===== config.mk =====
export PLATFORM = sky130hd
export DESIGN_NAME = bcd_scan_display
export DESIGN_NICKNAME = d
export VERILOG_FILES = /design/src/rtl/bcd_scan_display.sv
export SDC_FILE = /design/constraint.sdc
export NUM_CORES = 1
export LEC_CHECK = 0
export BUFFER_PORTS_ARGS = -buffer_cell sky130_fd_sc_hd__buf_2
export CAP_MARGIN = 10
export CORE_MARGIN = 10
export CORE_UTILIZATION = 60
export CTS_CLUSTER_SIZE = 14
export DETAILED_ROUTE_END_ITERATION = 10
export GPL_ROUTABILITY_DRIVEN = 0
export GPL_TIMING_DRIVEN = 1
export HOLD_SLACK_MARGIN = 0.1
export PLACE_DENSITY = 0.84
export SLEW_MARGIN = 10
export SYNTH_ARGS = -nofsm -noshare
export SYNTH_HDL_FRONTEND = slang
export SYNTH_SLANG_ARGS = --single-unit

===== constraint.sdc =====
create_clock -name clk -period 5.5 [get_ports clk]
set_input_delay 1.1 -clock clk [delete_from_list [all_inputs] [get_ports clk]]
set_output_delay 1.1 -clock clk [all_outputs]
set_load 0.02 [all_outputs]

===== src/rtl/bcd_scan_display.sv =====
// bcd_scan_display: iterative double-dabble binary-to-BCD converter feeding a
// multiplexed seven-segment scanner (separator slot followed by one slot per digit,
// most significant digit first).
// Optional feature macro: LEADING_ZERO_BLANK_EN -- blanks the segments of leading
// zero digits (digit 0 is always shown).
module bcd_scan_display #(
   parameter int WIDTH    = 16,
   parameter int DIGITS   = 5,
   parameter int SCAN_DIV = 4
) (
   input  logic                  clk,
   input  logic                  rst,
   input  logic                  in_valid,
   output logic                  in_ready,
   input  logic [WIDTH-1:0]      in_bin,
   output logic                  bcd_valid,
   output logic [4*DIGITS-1:0]   bcd,
   output logic [6:0]            seg,
   output logic                  dp,
   output logic [DIGITS-1:0]     digit_sel
);

   // Decimal digits needed for the largest WIDTH-bit value.
   function automatic int dec_digits(input int w);
      longint unsigned v;
      int n;
      v = (64'd1 << w) - 64'd1;
      n = 0;
      while (v != 0) begin
         v = v / 10;
         n++;
      end
      return n;
   endfunction

   if (WIDTH < 4 || WIDTH > 32) begin : g_bad_width
      $error("bcd_scan_display: WIDTH must be 4..32");
   end
   if (DIGITS < dec_digits(WIDTH)) begin : g_bad_digits
      $error("bcd_scan_display: DIGITS too small for WIDTH");
   end
   if (SCAN_DIV < 1 || SCAN_DIV > 65535) begin : g_bad_div
      $error("bcd_scan_display: SCAN_DIV must be 1..65535");
   end

   localparam int CW  = $clog2(WIDTH + 1);
   localparam int SW  = $clog2(DIGITS + 1);
   localparam int DVW = (SCAN_DIV > 1) ? $clog2(SCAN_DIV) : 1;

   typedef enum logic {IDLE, SHIFT} state_t;

   state_t                state_reg, state_next;
   logic [WIDTH-1:0]      bin_reg;
   logic [4*DIGITS-1:0]   work_reg;
   logic [4*DIGITS-1:0]   work_adj;
   logic [4*DIGITS-1:0]   work_shift;
   logic [CW-1:0]         cnt_reg;
   logic [4*DIGITS-1:0]   bcd_reg;
   logic                  bcd_valid_reg;
   logic [SW-1:0]         slot_reg;
   logic [DVW-1:0]        div_reg;
   logic                  last_bit;
   logic [DIGITS-1:0]     slot_hit;
   logic [DIGITS-1:0]     blank;
   logic [6:0]            digit_seg [DIGITS];

   function automatic logic [6:0] seg_decode(input logic [3:0] d);
      case (d)
         4'd0:    seg_decode = 7'h3F;
         4'd1:    seg_decode = 7'h06;
         4'd2:    seg_decode = 7'h5B;
         4'd3:    seg_decode = 7'h4F;
         4'd4:    seg_decode = 7'h66;
         4'd5:    seg_decode = 7'h6D;
         4'd6:    seg_decode = 7'h7D;
         4'd7:    seg_decode = 7'h07;
         4'd8:    seg_decode = 7'h7F;
         4'd9:    seg_decode = 7'h6F;
         default: seg_decode = 7'h00;
      endcase
   endfunction

   // Add-3 correction on every working digit that is 5 or more, one bit per cycle.
   for (genvar gi = 0; gi < DIGITS; gi++) begin : g_adj
      assign work_adj[4*gi +: 4] = (work_reg[4*gi +: 4] >= 4'd5) ?
                                   work_reg[4*gi +: 4] + 4'd3 : work_reg[4*gi +: 4];
   end

   // The top bit shifted out is always zero because DIGITS covers the full range.
   assign work_shift = (work_adj << 1) | {{(4*DIGITS-1){1'b0}}, bin_reg[WIDTH-1]};
   assign last_bit   = (cnt_reg == CW'(1));
   assign in_ready   = (state_reg == IDLE);
   assign bcd        = bcd_reg;
   assign bcd_valid  = bcd_valid_reg;

   // Conversion state register.
   always_ff @(posedge clk or posedge rst) begin
      if (rst) state_reg <= IDLE;
      else     state_reg <= state_next;
   end

   // Next-state logic: accept in IDLE, leave SHIFT after the last bit.
   always_comb begin
      state_next = state_reg;
      case (state_reg)
         IDLE:    if (in_valid) state_next = SHIFT;
         SHIFT:   if (last_bit) state_next = IDLE;
         default: state_next = IDLE;
      endcase
   end

   // Conversion datapath: latch operand, shift MSB first, publish the result.
   always_ff @(posedge clk or posedge rst) begin
      if (rst) begin
         bin_reg       <= '0;
         work_reg      <= '0;
         cnt_reg       <= '0;
         bcd_reg       <= '0;
         bcd_valid_reg <= 1'b0;
      end else begin
         bcd_valid_reg <= 1'b0;
         if (state_reg == IDLE) begin
            if (in_valid) begin
               bin_reg  <= in_bin;
               work_reg <= '0;
               cnt_reg  <= CW'(WIDTH);
            end
         end else begin
            bin_reg  <= bin_reg << 1;
            work_reg <= work_shift;
            cnt_reg  <= cnt_reg - CW'(1);
            if (last_bit) begin
               bcd_reg       <= work_shift;
               bcd_valid_reg <= 1'b1;
            end
         end
      end
   end

   // Scan divider and slot counter; a fresh result restarts at the separator slot.
   always_ff @(posedge clk or posedge rst) begin
      if (rst) begin
         slot_reg <= '0;
         div_reg  <= '0;
      end else if (bcd_valid_reg) begin
         slot_reg <= '0;
         div_reg  <= '0;
      end else if (div_reg == DVW'(SCAN_DIV - 1)) begin
         div_reg  <= '0;
         slot_reg <= (slot_reg == SW'(DIGITS)) ? '0 : slot_reg + SW'(1);
      end else begin
         div_reg  <= div_reg + DVW'(1);
      end
   end

   // Slot 0 is the separator; slot s (1..DIGITS) shows digit DIGITS-s.
   for (genvar gi = 0; gi < DIGITS; gi++) begin : g_digit
      localparam int SLOT = DIGITS - gi;
      assign slot_hit[gi]  = (slot_reg == SW'(SLOT));
      assign digit_seg[gi] = seg_decode(bcd_reg[4*gi +: 4]);
`ifdef LEADING_ZERO_BLANK_EN
      if (gi == 0) begin : g_keep
         assign blank[gi] = 1'b0;
      end else begin : g_lz
         assign blank[gi] = (bcd_reg[4*DIGITS-1:4*gi] == '0);
      end
`else
      assign blank[gi] = 1'b0;
`endif
   end

   // Segment mux over the selected digit; separator slot shows only dp.
   always_comb begin
      seg = '0;
      for (int i = 0; i < DIGITS; i++) begin
         if (slot_hit[i] && !blank[i]) seg = seg | digit_seg[i];
      end
   end

   assign dp        = (slot_reg == '0);
   assign digit_sel = slot_hit;

endmodule


Word level (Yosys, flattened, before mapping) --
Memory sizes are Yosys's and may differ from the RTL's. Index checks and enable logic that the tools add are counted.
Storage, ports and cells: register bits 68, memory bits (read-only) 560, bits of input ports 19, output and inout bits 35, memories 5
Cells by class: add/sub/neg operators 8, $lt $le $gt $ge 5, equal/unequal tests 7, multiplexer cells 26, bitwise operators 6, reduce and logical (&&, ||, !) cells 4
Memories:
- (name not given) | depth 16, width 7, read ports 1, clocked after memory_dff 0, wr ports 0, RTL line 68 | case (d)
- (name not given) | depth 16, width 7, read ports 1, clocked after memory_dff 0, wr ports 0, RTL line 68
- (name not given) | depth 16, width 7, read ports 1, clocked after memory_dff 0, wr ports 0, RTL line 68
- (name not given) | depth 16, width 7, read ports 1, clocked after memory_dff 0, wr ports 0, RTL line 68
- (name not given) | depth 16, width 7, read ports 1, clocked after memory_dff 0, wr ports 0, RTL line 68
Operators with widths (count):
- $mux W20 | 2
- $mux W7 | 5
- $mux W16 | 2
- $or A7 B7 Y7 | 4
- $ge A4 B3 Y1 const B | 5
- $or A20 B1 Y20 | 1
- $add A4 B2 Y4 const B | 4
- $mux W4 | 4
- $mux W3 | 4
- $mux W5 | 2
- $eq A3 B2 Y1 const B | 2
- $eq A3 B3 Y1 const B | 2
- $eq A5 B1 Y1 const B | 1
- $sub A5 B1 Y5 const B | 1
- $mux W1 | 4
- $mux W2 | 2
- $reduce_bool A2 Y1 | 2
- $add A3 B1 Y3 const B | 1
- $add A3 B2 Y3 const B | 1
- $eq A3 B1 Y1 const B | 1
- $logic_not A3 Y1 | 1
- $add A2 B1 Y2 const B | 1
- $eq A2 B2 Y1 const B | 1
- $pmux W1 S2 | 1
- other kinds (2) | 2

Longest topological paths before layout --
depth in word-level cells 10, depth in mapped cells 7

Least setup slack after synthesis --
Ideal clock, no wire load.
path kind reg-to-output, start point reg bcd_reg[1], in the netlist bcd[1], end point out seg[5], arrival 1.632 ns, setup slack 2.768 ns, stages on the path, launching flop included 7, path through dfrtp_1 inv_1 ha_1 nor2b_1 o311a_1 a211oi_1 nand4_1
On the way: longest elaborated chain between the ends 10
Ends and longest elaborated chain:
- from (decl) | RTL line 58 | logic [4*DIGITS-1:0] bcd_reg;
- from (signal assigned) | RTL line 133 | bcd_reg <= work_shift;
- $mem_v2 Z16 W7 (*)
- $mux W7 (*) | RTL line 176 | if (slot_hit[i] && !blank[i]) seg = seg | digit_seg[i];
- $or A7 B7 Y7 | RTL line 176
- $mux W7 (*) | RTL line 176
- $or A7 B7 Y7 | RTL line 176
- $mux W7 (*) | RTL line 176
- $or A7 B7 Y7 | RTL line 176
- $mux W7 (*) | RTL line 176
- $or A7 B7 Y7 | RTL line 176
- $mux W7 (*) | RTL line 176
- to (decl) | RTL line 18 | output logic [6:0] seg,
Every way passes the cells marked *; elsewhere a longest branch is shown, timed or not.

Final worst setup path --
start point reg bcd_reg[17], in the netlist bcd[17], end point out seg[0]
On the way: longest elaborated chain between the ends 3
Ends and longest elaborated chain (RTL line):
- $mem_v2 Z16 W7
- $or A7 B7 Y7 | 176
- $mux W7 | 176
Every way passes these cells.

==> flow_metrics.tcl <==
set metrics [dict create \
    routedWlPerCell_um 15.4 \
    clkTransAtPathRegs_ns 0.07 \
    synth_cells 484 \
    clk_latency_ns 0.34 \
    max_cap_viol_count 0 \
    rsz0062_at_grt "no" \
    syn_area_per_cell_um2 9.17 \
    cts_hold_buf 0 \
    wl_mm 9.68 \
    ctsLongestPathBuffers 2 \
    finalNetCount 585 \
    required_ns 4.40 \
    slew_viol_final 0 \
    cpMaxStageDelayCell "dfrtp_1" \
    ys_types 48 \
    setup_viol 0 \
    grt_pass1_wl_mm 16.3 \
    yosys.area.top_type "dfrtp_1" \
    peakVddDrop_mv 0.296 \
    synth_most_common_cell "dfrtp_1" \
    crit_chain "inv_1 -> ha_1 -> or2_2 -> a21oi_1 -> o21ai_0 -> nand4_1 -> buf_2" \
    hold_viol 0 \
    grt.total_usage 0.172 \
    insertedDiodeCount 0 \
    gr-total-overflow 0 \
    synthArstFlopShare 1.00 \
    area_growth_pct 10.3 \
    synth_area_um2 4440 \
    initial_core_util 0.616 \
    grt_start_max_net_pins 69 \
    routed_via_density 5.71 \
    status "complete, no violations" \
    die_w_um 106 \
    grt_antenna_before_repair 0 \
    power.density_nw_per_um2 615 \
    ant_nets 0 \
    ys.flop_type "dfrtp_1" \
    setup_tns_ns 0 \
    first_pass_iters 4 \
    yosys-top-cells-area "dfrtp_1, ha_1, o21ai_0, mux2i_1, nand2_1" \
    fin_worst_skew_ns 0.0106 \
    finalCriticalPeriod_ns 3.18 \
    io_pins 54 \
    yosys_warnings 0 \
    dieArea_um2 11200 \
    p_leak_nw 2.35 \
    numCtsBuffers 9 \
    worst_path_largest_cell_delay_ns 0.50 \
    portBuffers 53 \
    drtIter0Drc 198 \
    r2r-end "bcd[6]$_DFFE_PP0P_" \
    worstPathArrival_ns 2.08 \
    ctsResizeCount 0 \
    worst_pin_slew_ns 0.921 \
    yosysSeqAreaShare 0.383 \
    htree_num_levels 3 \
    cts-root-buf "clkbuf_8" \
    fin_crit_sh 0.578 \
    hp-class "reg2reg" \
    cts_tree "built" \
    slew_headroom 0.385 \
    synth_top_area_frac 0.383 \
    row_count 31 \
    worst-path-max-fanout 9 \
    cp-endpoint "seg[0]" \
    critPathLaunch "bcd[17]$_DFFE_PP0P_" \
    synth_common_cells "dfrtp_1, nand2_1, o21ai_0" \
    drive_above_1_share 0.163 \
    dp_hpwl_mm 7.18 \
    crit_path_start_kind "flop" \
    rr_startpoint "state_reg$_DFF_PP0_" \
    max_freq_ghz 0.315 \
    num_vias 3581 \
    finalPower_mw 3.01 \
    setup.worst_path.class "reg2out" \
    postCtsSetupBuffers 0 \
    drc 0 \
    synth_edf_count 0 \
    synth.net_count 546 \
    critPathCaptureType "output pin" \
    synth-seq-cells 68 \
    reg2reg_depth 5 \
    core_um2 7210 \
    regToRegSetupSlack_ns 3.55 \
    grt_pass1_vias 3520 \
    cts.sinks 68 \
    die_h_um 106 \
]
[where the power goes]
| group | switching [mW] | internal [mW] | leakage, nW |
|---|---|---|---|
| combinational | 0.927 | 0.676 | 1.39 |
| clock | 0.187 | 0.200 | 0.0917 |
| sequential | 0.305 | 0.715 | 0.862 |
| total | 1.42 | 1.59 | 2.35 |
[layout make-up]
| cell class | count | area [µm²] |
|---|---|---|
| repair buffers | 56 | 288 |
| multi-input cells | 353 | 2460 |
| clock inverters | 3 | 20.0 |
| inverters | 35 | 131 |
| well taps | 99 | 124 |
| clock buffers | 13 | 169 |
| fillers | 588 | 2320 |
| flip-flops and latches | 68 | 1700 |
[per-layer routing]
layer | GRT usage | wire (µm) | share of wire
met5 | 0 | 0 | 0
met4 | 0.0735 | 204 | 0.021
met3 | 0.0417 | 597 | 0.062
met2 | 0.282 | 4720 | 0.49
met1 | 0.210 | 4160 | 0.43
[through the flow]
step	instance area, µm²	worst slack (ns)	hold slack (ns)	instances	utilization
detailed placement	4710	2.70	0.428	611	0.653
finish	4900	2.32	0.435	627	0.679
global route	4900	2.15	0.448	627	0.679
CTS	4900	2.32	0.439	627	0.679
floorplan	4440	2.69	0.408	484	-
global placement	4710	2.77	0.421	611	0.653
[critical path, delay by kind of cell, from the launching register on]
family | cells | cell delay [ns]
DFF | 1 | 0.50
and+or+nand+nor | 2 | 0.42
AOI/OAI and AO/OA | 2 | 0.32
buffers and inverters | 2 | 0.30
adders and majority gates | 1 | 0.19
[kinds of logic after synthesis]
family | count (synthesis) | synth area share
AND/OR/NAND/NOR | 145 | 0.179
AO/OA/AOI/OAI | 122 | 0.159
flip-flops | 68 | 0.383
buffers and inverters | 63 | 0.0620
adder cells (fa/ha/maj) | 43 | 0.121
multiplexers | 31 | 0.0716
XOR/XNOR | 12 | 0.0237
[cells in the final DEF, fill, tap and decap left out, types with 7 or more instances in the layout]
master    instances
nand2_1          57
inv_1            33
buf_2            53
o21ai_0          55
a21o_1            7
nor2b_1           7
a21oi_1          24
nor3b_1          16
clkbuf_8         12
nand2b_1         15
xnor2_1           9
mux2i_1          25
o22ai_1          21
nor2_1           16
dfrtp_1          68
ha_1             43
[worst min-delay path by stage]
| stage | startpoint | to | slack, ns | cells after the start |
|---|---|---|---|---|
| after floorplan | div_reg[0]$_DFF_PP0_ | div_reg[0]$_DFF_PP0_ | 0.41 | 1 |
| after global placement | div_reg[0]$_DFF_PP0_ | div_reg[0]$_DFF_PP0_ | 0.42 | 1 |
| after detailed placement | div_reg[0]$_DFF_PP0_ | div_reg[0]$_DFF_PP0_ | 0.43 | 1 |
| after CTS | div_reg[0]$_DFF_PP0_ | div_reg[0]$_DFF_PP0_ | 0.44 | 1 |
| after global routing | div_reg[0]$_DFF_PP0_ | div_reg[0]$_DFF_PP0_ | 0.45 | 1 |
| final | div_reg[0]$_DFF_PP0_ | div_reg[0]$_DFF_PP0_ | 0.44 | 1 |
(Power assumes the default switching activity.)
